<file path="src/rtl/fp_addsub_if.sv">
// Operand/result bundle for fp_addsub: one op enters with start, one result
// leaves with done; status flags are only meaningful alongside done.
interface fp_addsub_if #(
  parameter int EXP_W = 8,
  parameter int MAN_W = 23
);
  localparam int DATA_W = 1 + EXP_W + MAN_W;

  logic              start;
  logic              sub;
  logic [DATA_W-1:0] op_a;
  logic [DATA_W-1:0] op_b;
  logic              done;
  logic [DATA_W-1:0] res;
  logic              overflow;
  logic              underflow;
  logic              exception;

  modport master (
    output start, sub, op_a, op_b,
    input  done, res, overflow, underflow, exception
  );

  modport slave (
    input  start, sub, op_a, op_b,
    output done, res, overflow, underflow, exception
  );
endinterface

</file>
<file path="src/rtl/fp_addsub.sv">
// Four-stage pipelined floating-point adder/subtractor with flush-to-zero,
// round-to-nearest-even and IEEE-style special-value handling.
module fp_addsub #(
  parameter int EXP_W = 8,
  parameter int MAN_W = 23
) (
  input  logic       clk,
  input  logic       rst,
  fp_addsub_if.slave bus
);
  localparam int DATA_W = 1 + EXP_W + MAN_W;
  localparam int SIG_W  = MAN_W + 1;
  localparam int W      = MAN_W + 4;
  localparam int XW     = 2 * MAN_W + 4;
  localparam int SHW    = $clog2(MAN_W + 4);
  localparam int LZW    = $clog2(W + 1);
  localparam int EW     = EXP_W + 2;
  localparam int MAX_SH = MAN_W + 3;
  localparam logic signed [EW-1:0] EXP_INF = EW'((1 << EXP_W) - 1);
  localparam logic [DATA_W-1:0]    QNAN    = {1'b0, {EXP_W{1'b1}}, 1'b1, {(MAN_W-1){1'b0}}};

  function automatic logic [LZW-1:0] lzc(input logic [W-1:0] v);
    logic [LZW-1:0] n;
    n = LZW'(W);
    for (int i = 0; i < W; i++) begin
      if (v[i]) n = LZW'(W - 1 - i);
    end
    return n;
  endfunction

  // ---------------- stage 1: classify, swap, exponent difference
  logic             sa, sb, a_zero, b_zero, a_inf, b_inf, a_nan, b_nan, swap;
  logic [EXP_W-1:0] ea, eb;
  logic [MAN_W-1:0] fa, fb;

  assign sa     = bus.op_a[DATA_W-1];
  assign sb     = bus.op_b[DATA_W-1] ^ bus.sub;
  assign ea     = bus.op_a[DATA_W-2 -: EXP_W];
  assign eb     = bus.op_b[DATA_W-2 -: EXP_W];
  assign fa     = bus.op_a[MAN_W-1:0];
  assign fb     = bus.op_b[MAN_W-1:0];
  assign a_zero = (ea == '0);
  assign b_zero = (eb == '0);
  assign a_inf  = (ea == '1) && (fa == '0);
  assign b_inf  = (eb == '1) && (fb == '0);
  assign a_nan  = (ea == '1) && (fa != '0);
  assign b_nan  = (eb == '1) && (fb != '0);
  assign swap   = {eb, fb} > {ea, fa};

  logic              byp_next, byp_exc_next;
  logic [DATA_W-1:0] byp_res_next;

  // Anything involving NaN, infinity or a (flushed) zero never needs the adder.
  always_comb begin
    byp_next     = 1'b1;
    byp_exc_next = 1'b0;
    byp_res_next = '0;
    if (a_nan || b_nan || (a_inf && b_inf && (sa != sb))) begin
      byp_res_next = QNAN;
      byp_exc_next = 1'b1;
    end else if (a_inf) begin
      byp_res_next = {sa, {EXP_W{1'b1}}, {MAN_W{1'b0}}};
    end else if (b_inf) begin
      byp_res_next = {sb, {EXP_W{1'b1}}, {MAN_W{1'b0}}};
    end else if (a_zero && b_zero) begin
      byp_res_next = {sa & sb, {(DATA_W-1){1'b0}}};
    end else if (b_zero) begin
      byp_res_next = bus.op_a;
    end else if (a_zero) begin
      byp_res_next = {sb, bus.op_b[DATA_W-2:0]};
    end else begin
      byp_next = 1'b0;
    end
  end

  logic             big_sign;
  logic [EXP_W-1:0] big_exp, small_exp, exp_diff;
  logic [SIG_W-1:0] big_sig, small_sig;
  logic [SHW-1:0]   shift_next;

  always_comb begin
    big_sign   = swap ? sb : sa;
    big_exp    = swap ? eb : ea;
    small_exp  = swap ? ea : eb;
    big_sig    = swap ? {1'b1, fb} : {1'b1, fa};
    small_sig  = swap ? {1'b1, fa} : {1'b1, fb};
    exp_diff   = big_exp - small_exp;
    shift_next = (32'(exp_diff) > 32'(MAX_SH)) ? SHW'(MAX_SH) : SHW'(exp_diff);
  end

  logic              s1_valid_reg, s1_byp_reg, s1_exc_reg, s1_sign_reg, s1_eff_sub_reg;
  logic [DATA_W-1:0] s1_byp_res_reg;
  logic [EXP_W-1:0]  s1_exp_reg;
  logic [SIG_W-1:0]  s1_big_reg, s1_small_reg;
  logic [SHW-1:0]    s1_shift_reg;

  always_ff @(posedge clk) begin
    if (rst) s1_valid_reg <= 1'b0;
    else     s1_valid_reg <= bus.start;
    s1_byp_reg     <= byp_next;
    s1_exc_reg     <= byp_exc_next;
    s1_byp_res_reg <= byp_res_next;
    s1_sign_reg    <= big_sign;
    s1_eff_sub_reg <= sa ^ sb;
    s1_exp_reg     <= big_exp;
    s1_big_reg     <= big_sig;
    s1_small_reg   <= small_sig;
    s1_shift_reg   <= shift_next;
  end

  // ---------------- stage 2: align smaller significand, add/subtract
  logic [XW-1:0] ext_shifted;
  logic [W-1:0]  aligned;
  logic [W:0]    sum_next;

  always_comb begin
    ext_shifted = {s1_small_reg, {(MAN_W+3){1'b0}}} >> s1_shift_reg;
    // Low bits below the sticky position all collapse into sticky.
    aligned     = {ext_shifted[XW-1 -: W-1], ext_shifted[MAN_W] | (|ext_shifted[MAN_W-1:0])};
    if (s1_eff_sub_reg) sum_next = {1'b0, s1_big_reg, 3'b000} - {1'b0, aligned};
    else                sum_next = {1'b0, s1_big_reg, 3'b000} + {1'b0, aligned};
  end

  logic              s2_valid_reg, s2_byp_reg, s2_exc_reg, s2_sign_reg;
  logic [DATA_W-1:0] s2_byp_res_reg;
  logic [EXP_W-1:0]  s2_exp_reg;
  logic [W:0]        s2_sum_reg;

  always_ff @(posedge clk) begin
    if (rst) s2_valid_reg <= 1'b0;
    else     s2_valid_reg <= s1_valid_reg;
    s2_byp_reg     <= s1_byp_reg;
    s2_exc_reg     <= s1_exc_reg;
    s2_byp_res_reg <= s1_byp_res_reg;
    s2_sign_reg    <= s1_sign_reg;
    s2_exp_reg     <= s1_exp_reg;
    s2_sum_reg     <= sum_next;
  end

  // ---------------- stage 3: normalise
  logic [LZW-1:0]       lz;
  logic [W-1:0]         norm_next;
  logic signed [EW-1:0] exp_norm_next;
  logic                 zero_next;

  always_comb begin
    lz        = lzc(s2_sum_reg[W-1:0]);
    zero_next = (s2_sum_reg == '0);
    if (s2_sum_reg[W]) begin
      norm_next     = {s2_sum_reg[W:2], s2_sum_reg[1] | s2_sum_reg[0]};
      exp_norm_next = EW'(s2_exp_reg) + EW'(1);
    end else begin
      norm_next     = s2_sum_reg[W-1:0] << lz;
      exp_norm_next = EW'(s2_exp_reg) - EW'(lz);
    end
  end

  logic                 s3_valid_reg, s3_byp_reg, s3_exc_reg, s3_sign_reg, s3_zero_reg;
  logic [DATA_W-1:0]    s3_byp_res_reg;
  logic signed [EW-1:0] s3_exp_reg;
  logic [W-1:0]         s3_norm_reg;

  always_ff @(posedge clk) begin
    if (rst) s3_valid_reg <= 1'b0;
    else     s3_valid_reg <= s2_valid_reg;
    s3_byp_reg     <= s2_byp_reg;
    s3_exc_reg     <= s2_exc_reg;
    s3_byp_res_reg <= s2_byp_res_reg;
    s3_sign_reg    <= s2_sign_reg;
    s3_zero_reg    <= zero_next;
    s3_exp_reg     <= exp_norm_next;
    s3_norm_reg    <= norm_next;
  end

  // ---------------- stage 4: round, range check, output register
  logic [SIG_W-1:0]     mant;
  logic [SIG_W:0]       mant_rnd;
  logic                 round_up;
  logic signed [EW-1:0] exp_rnd;
  logic [MAN_W-1:0]     frac_rnd;
  logic [DATA_W-1:0]    res_next;
  logic                 ovf_next, unf_next, exc_next;

  always_comb begin
    mant     = s3_norm_reg[W-1:3];
    round_up = s3_norm_reg[2] & (s3_norm_reg[1] | s3_norm_reg[0] | mant[0]);
    mant_rnd = {1'b0, mant} + {{SIG_W{1'b0}}, round_up};
    exp_rnd  = s3_exp_reg + EW'(mant_rnd[SIG_W]);
    frac_rnd = mant_rnd[SIG_W] ? mant_rnd[MAN_W:1] : mant_rnd[MAN_W-1:0];
    res_next = '0;
    ovf_next = 1'b0;
    unf_next = 1'b0;
    exc_next = 1'b0;
    if (s3_byp_reg) begin
      res_next = s3_byp_res_reg;
      exc_next = s3_exc_reg;
    end else if (s3_zero_reg) begin
      res_next = '0;
    end else if (!exp_rnd[EW-1] && (exp_rnd >= EXP_INF)) begin
      res_next = {s3_sign_reg, {EXP_W{1'b1}}, {MAN_W{1'b0}}};
      ovf_next = 1'b1;
    end else if (exp_rnd[EW-1] || (exp_rnd == '0)) begin
      res_next = {s3_sign_reg, {(DATA_W-1){1'b0}}};
      unf_next = 1'b1;
    end else begin
      res_next = {s3_sign_reg, exp_rnd[EXP_W-1:0], frac_rnd};
    end
  end

  logic              done_reg, ovf_reg, unf_reg, exc_reg;
  logic [DATA_W-1:0] res_reg;

  always_ff @(posedge clk) begin
    if (rst) begin
      done_reg <= 1'b0;
      res_reg  <= '0;
      ovf_reg  <= 1'b0;
      unf_reg  <= 1'b0;
      exc_reg  <= 1'b0;
    end else begin
      done_reg <= s3_valid_reg;
      if (s3_valid_reg) begin
        res_reg <= res_next;
        ovf_reg <= ovf_next;
        unf_reg <= unf_next;
        exc_reg <= exc_next;
      end
    end
  end

  assign bus.done      = done_reg;
  assign bus.res       = res_reg;
  assign bus.overflow  = ovf_reg;
  assign bus.underflow = unf_reg;
  assign bus.exception = exc_reg;
endmodule

</file>
<file path="src/flat_wrapper.sv">
// flat-port wrapper written by rule: the top's interface ports become plain ports
module fp_addsub_flat 
#(
  parameter int EXP_W = 8,
  parameter int MAN_W = 23
)
  (clk, rst, bus_start, bus_sub, bus_op_a, bus_op_b, bus_done, bus_res, bus_overflow, bus_underflow, bus_exception);
  fp_addsub_if #(.EXP_W(EXP_W), .MAN_W(MAN_W)) bus_i ();
  input  logic clk;
  input  logic rst;
  input wire logic [$bits(bus_i.start)-1:0] bus_start;
  input wire logic [$bits(bus_i.sub)-1:0] bus_sub;
  input wire logic [$bits(bus_i.op_a)-1:0] bus_op_a;
  input wire logic [$bits(bus_i.op_b)-1:0] bus_op_b;
  output wire logic [$bits(bus_i.done)-1:0] bus_done;
  output wire logic [$bits(bus_i.res)-1:0] bus_res;
  output wire logic [$bits(bus_i.overflow)-1:0] bus_overflow;
  output wire logic [$bits(bus_i.underflow)-1:0] bus_underflow;
  output wire logic [$bits(bus_i.exception)-1:0] bus_exception;
  assign bus_i.start = bus_start;
  assign bus_i.sub = bus_sub;
  assign bus_i.op_a = bus_op_a;
  assign bus_i.op_b = bus_op_b;
  assign bus_done = bus_i.done;
  assign bus_res = bus_i.res;
  assign bus_overflow = bus_i.overflow;
  assign bus_underflow = bus_i.underflow;
  assign bus_exception = bus_i.exception;
  fp_addsub #(.EXP_W(EXP_W), .MAN_W(MAN_W)) u_core (.clk(clk), .rst(rst), .bus(bus_i));
endmodule
</file>
<file path="config.mk">
export PLATFORM = sky130hd
export DESIGN_NAME = fp_addsub_flat
export DESIGN_NICKNAME = d
export VERILOG_FILES = /design/src/rtl/fp_addsub_if.sv /design/src/rtl/fp_addsub.sv /design/src/flat_wrapper.sv
export SDC_FILE = /design/constraint.sdc
export NUM_CORES = 1
export LEC_CHECK = 0
export BUFFER_PORTS_ARGS = -buffer_cell sky130_fd_sc_hd__clkbuf_2
export CAP_MARGIN = 20
export CORE_MARGIN = 2
export CORE_UTILIZATION = 39
export CTS_BUF_LIST = sky130_fd_sc_hd__clkbuf_16
export DETAILED_ROUTE_END_ITERATION = 16
export GPL_TIMING_DRIVEN = 1
export SYNTH_ARGS = -nofsm -noshare
export SYNTH_HDL_FRONTEND = slang
export SYNTH_SLANG_ARGS = --single-unit
</file>
<file path="constraint.sdc">
create_clock -name clk -period 6.1 [get_ports clk]
set_input_delay 1.22 -clock clk [delete_from_list [all_inputs] [get_ports clk]]
set_output_delay 1.22 -clock clk [all_outputs]
set_load 0.02 [all_outputs]
</file>
==> results of run 1 <==
==> per-layer routing <==
metal	track usage	vias up
li1	-	6862
met1	0.311	6586
met2	0.364	476
met3	0.0217	97
met4	0.100	0
met5	0	-
==> how the worst max path moves through the flow <==
stage               depth (start not counted)                   start                      to  slack (ps)
finish                                     19  u_core.s1_shift_reg[0]   u_core.s2_sum_reg[25]        1060
global route                               19  u_core.s1_shift_reg[0]   u_core.s2_sum_reg[25]         500
CTS                                        17  u_core.s1_shift_reg[0]   u_core.s2_sum_reg[21]        1040
detailed placement                         15            bus_op_a[26]  u_core.s1_shift_reg[0]         620
global placement                           15            bus_op_a[26]  u_core.s1_shift_reg[0]         470
floorplan                                  15            bus_op_a[26]  u_core.s1_shift_reg[1]        1750
==> through the flow <==
stage / total power [uW] / instance area, sq um / cells / setup WS, ps / hold slack (ps)
after detailed placement: 4670 / 16900 / 2425 / 615 / 312
final: 6530 / 18000 / 2481 / 1060 / 323
after CTS: 6540 / 18000 / 2481 / 1040 / 321
after floorplan: 3980 / 16000 / 1868 / 1750 / 310
after global placement: 4670 / 16900 / 2424 / 470 / 312
after global routing: 6880 / 18000 / 2481 / 500 / 324
==> placed cells by master, fill, tap and decap left out, drive strengths merged, types with 12 or more instances in the layout <==
cell type	instances
mux4	21
a221o	12
nand4	23
inv	119
o21bai	14
clkinv	13
dfxtp	278
a31oi	14
ha	89
nand2b	15
nor2b	22
nor4	30
o21ai	102
and2	21
xor2	20
or2	18
o22ai	12
a21o	22
and3	23
a211oi	18
a22oi	17
nand2	133
a22o	14
a21oi	142
xnor2	42
o21a	14
a221oi	15
nand3	41
buf	17
nor2	195
mux2	47
nor3	50
mux2i	72
o211ai	14
clkbuf	133
==> cell type report <==
class | count | share of cell area
Inverter | 115 | 0.0240
Clock inverter | 26 | 0.0156
Multi-Input combinational cell | 1380 | 0.534
Timing Repair Buffer | 120 | 0.0376
Clock buffer | 30 | 0.0418
Tap cell | 532 | 0.0370
Sequential cell | 278 | 0.310
==> critical path, cell delays in order, from the launching register on <==
cell and delay (ps):
dfxtp_2 750, buf_4 330, mux2i_1 110, mux4_2 580, o22a_1 240, inv_1 60
ha_1 150, inv_1 50, fa_1 390, o21bai_1 150, a21oi_1 110, nor2_1 150
o41a_1 200, o41ai_1 140, o311ai_0 620, nand2_1 130, o41ai_1 450, nor2_1 100
xor2_1 150, mux2i_1 110
==> power by group <==
group,switching (uW),internal [uW]
clock,790,1050
sequential,442,2100
combinational,1240,915
==> cell families after synthesis <==
logic type      after synthesis
compound gates              491
fa+ha+maj                    91
buf+inv                     210
mux                         140
simple gates                596
xor+xnor                     62
flops                       278
==> flow_summary_export.csv, run 1 <==
group,metric,value,unit
status,outcome,"finished, final reports clean",
cts,h-tree-depth,1,
worst_setup_path,r2r-end,"u_core.s2_sum_reg[25]",
worst_setup_path,reg2reg_depth,19,
cts,ctsHoldBuffers,0,
cts,numCtsBuffers,30,
yosys,synth.avg_cell_area,8.58,sq um
die,die-area,42700,sq um
yosys,yosys_warnings,0,
yosys,muxShareOfSynthArea,0.108,
yosys,ys_top_cells_by_count,"dfxtp_1 (278), nor2_1 (194), a21oi_1 (142), nand2_1 (133), inv_1 (109)",
yosys,yosys_register_bits,278,
sta,slew-limit-headroom,0.316,
die,start_util,0.394,
yosys,syn_inst,1868,
sta,max_freq,198,MHz
cts,path_clk_slew,70,ps
die,num_io_pins,104,
drt,num_vias,14000,
worst_setup_path,rrSetupSlack,1060,ps
global_routing,grt_start_max_net_pins,78,
yosys,synthSimpleGateAreaFrac,0.181,
worst_setup_path,cp.arrival,5540,ps
sta,rsz0062_at_grt,"no",
final_layout,fin_util,0.442,
die,rows,74,
worst_setup_path,timing.rr.start,"u_core.s1_shift_reg[0]",
die,die_w,207,um
worst_setup_path,crit_type,"flip-flop to flip-flop",
global_routing,groute.usage.overall,0.227,
drt,wl_per_cell,19.9,um
yosys,synth_area_leaders,"dfxtp_1 (35%), ha_1 (7.0%), nor2_1 (4.5%), mux2i_1 (4.5%), a21oi_1 (4.4%)",
drt,drtAntennaViolNets,0,
yosys,synth_top_area_cell,"dfxtp_1",
yosys,synth_compound_area_frac,0.205,
worst_setup_path,setup.worst_path.start_class,"flip-flop",
hold_path,hold_path_end,"u_core.s2_byp_res_reg[28]",
pwr,ir_drop,227,uV
yosys,synth_top_family_by_area,"compound AO/OA/AOI/OAI gates",
final_layout,syn_to_final_growth,12.2,%
pwr,p_leak,0.00768,uW
sta,setup_viol,0,
final_layout,final_nets,2084,
drt,route.detailed.drc,0,
yosys,synth_xor_area_frac,0.0339,
hold_path,min_path_cells,0,
drt,top_layer_used,"met4",
cts,postCtsSetupBuffers,0,
worst_setup_path,worst-path-max-fanout,25,
drt,drt-vias-per-instance,5.65,
yosys,synthDistinctLibCells,93,
final_layout,multi_input_area,9600,sq um
yosys,synth-edff-count,0,
sta,skew,33.5,ps
global_routing,grt_overflow_total,0,
global_routing,antenna_found_initial,0,
worst_setup_path,worstSetupEndpointType,"flip-flop",
drt,dr.pass1.iters,6,
worst_setup_path,cp.required,6600,ps
cts,cts_buffer_depth,3,
yosys,synth-main-ff-cell,"dfxtp_1",
yosys,synth.top_cell.area_share,0.347,
yosys,yosysMostFrequentCell,"dfxtp_1",
place,io_buffers,103,
drt,totalWireLength,49.4,mm
final_layout,drive_above_1_share,0.146,
drt,met1_length,22.3,mm
pwr,p_per_area,363,nW/um^2
final_layout,n_fill_cell,4001,
drt,wl_met3,2.42,mm
die,die_h,207,um
yosys,netlist_area,16000,sq um
drt,drt_iter0_markers,1351,
drt,met2_length,22.6,mm
yosys,syn_nets,2027,
global_routing,grt_pass1_wl,75.7,mm
yosys,ys_async_sr_fraction,0,
yosys,seq_area_frac_synth,0.347,
cts,cts_root_buf,"clkbuf_16",
global_routing,grt_pass1_vias,13200,
die,coreArea,40600,sq um
cts,cts_tree,"built",
sta,finalCritPeriodShare,0.827,
place,hpwl,38.0,mm
hold_path,min_path_type,"flip-flop to flip-flop",
sta,finalHoldViolCount,0,
cts,clkLatencyLatePin,580,ps
sta,drv_slew,0,
sta,worstMarginPinSlew,1020,ps
yosys,synthAdderAreaFrac,0.0720,
sta,tns,0,ps
sta,fin_crit,5040,ps
job,cap_violations,0,
hold_path,min_from,"u_core.s1_byp_res_reg[28]",
final_layout,area.sequential,5570,sq um
cts,cts_num_sinks,278,
place,routabilityCongestion,0.956,
final_layout,diodes,0,
cts,post_cts_resized,0,
Power figures use the tool's default switching activity.
==> inputs of run 2 (changes only) <==
--- a/config.mk
+++ b/config.mk
@@ -5,6 +5,7 @@
 export SDC_FILE = /design/constraint.sdc
 export NUM_CORES = 1
 export LEC_CHECK = 0
+export ABC_AREA = 1
 export BUFFER_PORTS_ARGS = -buffer_cell sky130_fd_sc_hd__clkbuf_2
 export CAP_MARGIN = 20
 export CORE_MARGIN = 2
==> constraint.sdc (replaced) <==
create_clock -name clk -period 4.4 [get_ports clk]
set_input_delay 0.88 -clock clk [delete_from_list [all_inputs] [get_ports clk]]
set_output_delay 0.88 -clock clk [all_outputs]
set_load 0.02 [all_outputs]
==> flow_summary_export.csv, run 2 <==
group,metric,value,unit
cts,h-tree-depth,1,
global_routing,grt.busiest_layer,"met2",
global_routing,grt_pass1_wl,78.2,mm
drt,num_vias,15600,
yosys,synth_top_area_cell,"dfxtp_1",
sta,max_freq,230,MHz
cts,cts_root_buf,"clkbuf_16",
hold_path,hold_path_end,"u_core.s3_byp_res_reg[8]",
sta,drv_slew,0,
global_routing,antenna_found_initial,1,
worst_setup_path,worst_path_most_repeated_cell,"nor2_2",
worst_setup_path,crit_type,"flip-flop to flip-flop",
die,coreArea,39500,sq um
sta,holdWs,313,ps
cts,path_clk_slew,60,ps
hold_path,min_path_type,"flip-flop to flip-flop",
cts,clkLatencyLatePin,590,ps
sta,setup_viol,0,
sta,rsz0062_at_grt,"yes",
cts,ctsHoldBuffers,0,
worst_setup_path,reg2reg_depth,28,
final_layout,layout_commonest_cell,"nand2_1",
yosys,synth.avg_cell_area,6.94,sq um
yosys,yosysMostFrequentCell,"nand2_1",
global_routing,gr-usage-met3,0.0257,
yosys,synth.top_cell.area_share,0.357,
yosys,synthAdderAreaFrac,0.0741,
pwr,p_per_area,491,nW/um^2
global_routing,grt_start_max_net_pins,89,
yosys,synthDistinctLibCells,62,
status,outcome,"finished, final reports clean",
die,rows,73,
worst_setup_path,max_stage_delay,330,ps
worst_setup_path,cp.required,4840,ps
cts,numCtsBuffers,31,
place,io_buffers,103,
yosys,synth-main-ff-cell,"dfxtp_1",
sta,finalCritPeriodShare,0.986,
pwr,p_leak,0.00876,uW
global_routing,met2_usage,0.383,
drt,dr.pass1.iters,7,
worst_setup_path,timing.rr.start,"u_core.s3_norm_reg[2]",
die,num_io_pins,104,
die,die-area,41600,sq um
drt,drt-vias-per-instance,5.30,
drt,wl_per_cell,17.5,um
worst_setup_path,setup.worst_path.start_class,"flip-flop",
yosys,synth-edff-count,0,
worst_setup_path,cp-startpoint,"u_core.s3_norm_reg[2]",
yosys,synth_compound_area_frac,0.152,
final_layout,layout_common_cells,"nand2_1 (527), dfxtp_1 (275), inv_1 (251), nand3_1 (245), o21ai_0 (155)",
final_layout,fin_util,0.468,
drt,route.detailed.drc,0,
yosys,synth_top_family_by_area,"simple AND/OR/NAND/NOR gates",
yosys,yosys_register_bits,278,
yosys,seq_area_frac_synth,0.357,
sta,tns,0,ps
global_routing,use_met1,0.330,
worst_setup_path,worst-path-max-fanout,7,
cts,cts_num_sinks,278,
global_routing,grt_overflow_total,0,
yosys,synth_area_leaders,"dfxtp_1 (36%), nand2_1 (13%), nand3_1 (8.1%), ha_1 (7.1%), inv_1 (6.1%)",
worst_setup_path,worstSetupEndpointType,"flip-flop",
hold_path,min_path_cells,0,
die,die_h,204,um
global_routing,groute.usage.overall,0.238,
yosys,ys_top_cells_by_count,"nand2_1 (540), dfxtp_1 (278), inv_1 (254), nand3_1 (251), o21ai_0 (163)",
final_layout,final_nets,2543,
worst_setup_path,cp_slowest_cell,"dfxtp_2",
yosys,synth_xor_area_frac,0.0287,
yosys,netlist_area,15600,sq um
final_layout,diodes,0,
final_layout,drive_above_1_share,0.142,
die,start_util,0.394,
worst_setup_path,cp.arrival,4780,ps
sta,slew-limit-headroom,0.305,
hold_path,min_from,"u_core.s2_byp_res_reg[8]",
worst_setup_path,rrSetupSlack,60,ps
drt,totalWireLength,51.3,mm
worst_setup_path,r2r-end,"u_core.bus.res[12]",
yosys,syn_inst,2244,
die,die_w,204,um
final_layout,syn_to_final_growth,18.9,%
drt,drt_iter0_markers,1499,
yosys,syn_nets,2403,
sta,skew,14.9,ps
job,cap_violations,0,
yosys,yosys_warnings,0,
sta,worstMarginPinSlew,1040,ps
sta,fin_crit,4340,ps
sta,finalHoldViolCount,0,
yosys,synthSimpleGateAreaFrac,0.295,
place,hpwl,40.4,mm
yosys,muxShareOfSynthArea,0.00514,
cts,cts_buffer_depth,3,
drt,drtAntennaViolNets,0,
place,routabilityCongestion,0.985,
cts,cts_tree,"built",
pwr,ir_drop,314,uV
global_routing,grt_pass1_vias,14300,
yosys,ys_async_sr_fraction,0,
==> run 2: worst max path at each step <==
stage | slack (ps) | cells after the start | endpoint
final | 60 | 28 | u_core.bus.res[12]
after global routing | -320 | 29 | u_core.bus.res[2]
after CTS | 40 | 31 | u_core.s2_sum_reg[25]
after detailed placement | -40 | 31 | u_core.s2_sum_reg[25]
after global placement | 90 | 31 | u_core.s2_sum_reg[25]
after floorplan | 450 | 28 | u_core.bus.res[5]
==> run 2: cell type report <==
type | instances | area (sq um)
Timing Repair Buffer | 196 | 1270
Inverter | 265 | 1000
Clock buffer | 31 | 776
Fill cell | 3989 | 21000
Sequential cell | 278 | 5570
Tap cell | 525 | 657
Clock inverter | 27 | 274
Multi-Input combinational cell | 1612 | 8960
==> run 2: through the flow <==
step | power, uW | instances | cell area (sq um) | setup slack, ps
final | 9090 | 2934 | 18500 | 60.7
after global routing | 9640 | 2934 | 18500 | -324
after CTS | 8950 | 2905 | 17900 | 35.9
after detailed placement | 6320 | 2847 | 16900 | -38.2
after global placement | 6320 | 2846 | 16900 | 90.2
after floorplan | 5320 | 2244 | 15600 | 454
==> run 2: cells by family after synthesis <==
group,after synthesis
AO/OA/AOI/OAI,403
AND/OR/NAND/NOR,1059
XOR/XNOR,51
multiplexers,8
buffers and inverters,354
adder cells (fa/ha/maj),91
flip-flops,278
==> run 2: routing by layer <==
metal  share of wire  vias to the layer above
li1                -                     7791
met5               0                        -
met4           0.036                        0
met3           0.058                       86
met1            0.46                     7131
met2            0.45                      549
==> run 2: repair_timing <==
| item | 4_1_cts | 5_1_grt |
|---|---|---|
| endpoints found under the setup margin | 1 | 40 |
| setup buffers | 0 | 28 |
| endpoints found under the hold margin | 0 | 0 |
| gates cloned | 0 | 1 |
| pin swaps | 0 | 47 |
| gates resized for setup | 1 | 93 |
==> run 2: where the power goes <==
group	switching, uW	leakage (uW)	internal (uW)
Combinational	2030	0.00598	1100
Sequential	438	0.00229	2900
Clock	1170	0.000493	1450
==> run 2: worst max-delay path, delay by kind of cell, from the launching register on <==
family,cells,cell delay [ps]
adder cells (fa/ha/maj),3,550
AND/OR/NAND/NOR,20,2670
flip-flops,1,330
AO/OA/AOI/OAI,1,90
XOR/XNOR,1,260
buffers and inverters,3,290
==> inputs of run 3 (changes only) <==
--- a/config.mk
+++ b/config.mk
@@ -6,13 +6,14 @@
 export NUM_CORES = 1
 export LEC_CHECK = 0
 export ABC_AREA = 1
-export BUFFER_PORTS_ARGS = -buffer_cell sky130_fd_sc_hd__clkbuf_2
+export BUFFER_PORTS_ARGS = -buffer_cell sky130_fd_sc_hd__buf_2
 export CAP_MARGIN = 20
 export CORE_MARGIN = 2
-export CORE_UTILIZATION = 39
+export CORE_UTILIZATION = 56
 export CTS_BUF_LIST = sky130_fd_sc_hd__clkbuf_16
 export DETAILED_ROUTE_END_ITERATION = 16
 export GPL_TIMING_DRIVEN = 1
+export PLACE_DENSITY = 0.78
 export SYNTH_ARGS = -nofsm -noshare
 export SYNTH_HDL_FRONTEND = slang
 export SYNTH_SLANG_ARGS = --single-unit
==> constraint.sdc (replaced) <==
create_clock -name clk -period 4.4 [get_ports clk]
set_input_delay 0.88 -clock clk [delete_from_list [all_inputs] [get_ports clk]]
set_output_delay 0.88 -clock clk [all_outputs]
set_load 0.01 [all_outputs]
==> flow_summary_export.csv, run 3 (same netlist as run 2, synthesis figures left out) <==
group,metric,value,unit
status,outcome,"complete, but fails checks",
status,violations,"negative setup slack",
die,rows,61,
drt,route.detailed.drc,0,
drt,totalWireLength,49.8,mm
worst_setup_path,setup.worst_path.start_class,"flip-flop",
place,hpwl,38.0,mm
worst_setup_path,worstSetupEndpointType,"flip-flop",
die,die_h,171,um
hold_path,min_path_cells,0,
cts,path_clk_slew,60,ps
global_routing,antenna_found_initial,1,
cts,h-tree-depth,1,
worst_setup_path,worst-path-max-fanout,7,
cts,cts_root_buf,"clkbuf_16",
final_layout,syn_to_final_growth,17.2,%
worst_setup_path,reg2reg_depth,28,
die,num_io_pins,104,
global_routing,grt_pass1_wl,75.1,mm
drt,drt-vias-per-instance,5.74,
sta,max_freq,212,MHz
worst_setup_path,max_stage_delay,330,ps
drt,num_vias,16000,
sta,tns,-3650,ps
sta,skew,22.0,ps
sta,fin_crit,4720,ps
worst_setup_path,cp_slowest_cell,"dfxtp_2",
sta,holdWs,321,ps
worst_setup_path,cp.required,4860,ps
drt,drtAntennaViolNets,0,
worst_setup_path,cp.arrival,5190,ps
job,cap_violations,0,
place,dp_cells,2709,
final_layout,final_nets,2545,
global_routing,grt_start_max_net_pins,53,
sta,slew-limit-headroom,0.324,
drt,dr.pass1.iters,5,
final_layout,finalNonFillerCells,2783,
sta,finalHoldViolCount,0,
hold_path,min_path_type,"flip-flop to flip-flop",
final_layout,diodes,0,
drt,wl_met3,4.45,mm
final_layout,layout_commonest_cell,"nand2_1",
place,io_buffers,103,
pwr,p_per_area,488,nW/um^2
sta,finalCritPeriodShare,1.07,
pwr,p_leak,0.00875,uW
sta,drv_slew,0,
drt,met1_length,21.7,mm
drt,top_layer_used,"met4",
cts,cts_buffer_depth,3,
global_routing,groute.usage.overall,0.325,
sta,setup_viol,28,
final_layout,fin_area,18300,sq um
worst_setup_path,crit_type,"flip-flop to flip-flop",
die,coreArea,27600,sq um
drt,drt_iter0_markers,1727,
die,start_util,0.565,
sta,worstMarginPinSlew,1010,ps
worst_setup_path,worst_path_most_repeated_cell,"nor2_2",
global_routing,grt_pass1_vias,14200,
cts,clkLatencyLatePin,570,ps
drt,met2_length,21.8,mm
drt,wl_per_cell,17.9,um
final_layout,drive_above_1_share,0.142,
final_layout,layout_common_cells,"nand2_1 (526), dfxtp_1 (275), inv_1 (249), nand3_1 (247), o21ai_0 (151)",
sta,setup_ws,-323,ps
sta,rsz0062_at_grt,"yes",
global_routing,grt_overflow_total,0,
place,placed_cell_area,16800,sq um
die,die-area,29200,sq um
cts,numCtsBuffers,29,
place,routabilityCongestion,1.02,
pwr,ir_drop,349,uV
cts,cts_tree,"built",
die,die_w,171,um
cts,cts_num_sinks,278,
==> run 3: final cells by class <==
| class | count | area (sq um) |
|---|---|---|
| clock buffers | 29 | 726 |
| well taps | 378 | 473 |
| clock inverters | 21 | 190 |
| flip-flops and latches | 278 | 5570 |
| inverters | 265 | 1010 |
| repair inverters | 1 | 8.76 |
| repair buffers | 199 | 1310 |
| multi-input cells | 1612 | 8960 |
| fillers | 2412 | 9300 |
==> run 3: repair_timing <==
| action | 4_1_cts | 5_1_grt |
|---|---|---|
| buffers inserted | 0 | 21 |
| hold buffers | 0 | 0 |
| gates resized for setup | 5 | 103 |
| cloned | 0 | 3 |
| pin swaps | 2 | 54 |
| endpoints found under the setup margin | 21 | 42 |
==> run 3: worst max-delay path: cells and delay by family (launching register included) <==
family | cells | cell delay [ps]
buffers and inverters | 5 | 570
and+or+nand+nor | 18 | 2650
adders and majority gates | 2 | 430
AOI/OAI and AO/OA | 2 | 410
DFF | 1 | 330
xor gates and xnor gates | 1 | 220
==> run 3: metrics by stage <==
step	power [uW]	utilization	setup WS, ps
2_1_floorplan	5310	-	454
3_3_place_gp	6280	0.608	36.5
3_5_place_dp	6320	0.609	-120
4_1_cts	8690	0.642	6.16
5_1_grt	9450	0.662	-579
6_report	8910	0.662	-323
==> run 3: path summary, 6_finish.rpt <==
path | startpoint | endpoint | slack, ps
worst max-delay path | u_core.s3_norm_reg[3] | u_core.bus.res[29] | -320
worst min-delay path | u_core.s2_byp_res_reg[3] | u_core.s3_byp_res_reg[3] | 320
worst max register to register | u_core.s3_norm_reg[3] | u_core.bus.res[29] | -320
worst min register to register | u_core.s2_byp_res_reg[3] | u_core.s3_byp_res_reg[3] | 320
==> run 3: metal layers <==
| layer | track usage | vias up |
|---|---|---|
| li1 | - | 7765 |
| met1 | 0.466 | 7314 |
| met2 | 0.506 | 790 |
| met3 | 0.0407 | 119 |
| met4 | 0.109 | 0 |
| met5 | 0 | - |
==> run 3: power breakdown <==
| group | total [uW] | switching (uW) | internal (uW) |
|---|---|---|---|
| Sequential | 3340 | 441 | 2900 |
| Clock | 2370 | 1080 | 1290 |
| Combinational | 3200 | 2060 | 1130 |
| Total | 8910 | 3590 | 5330 |
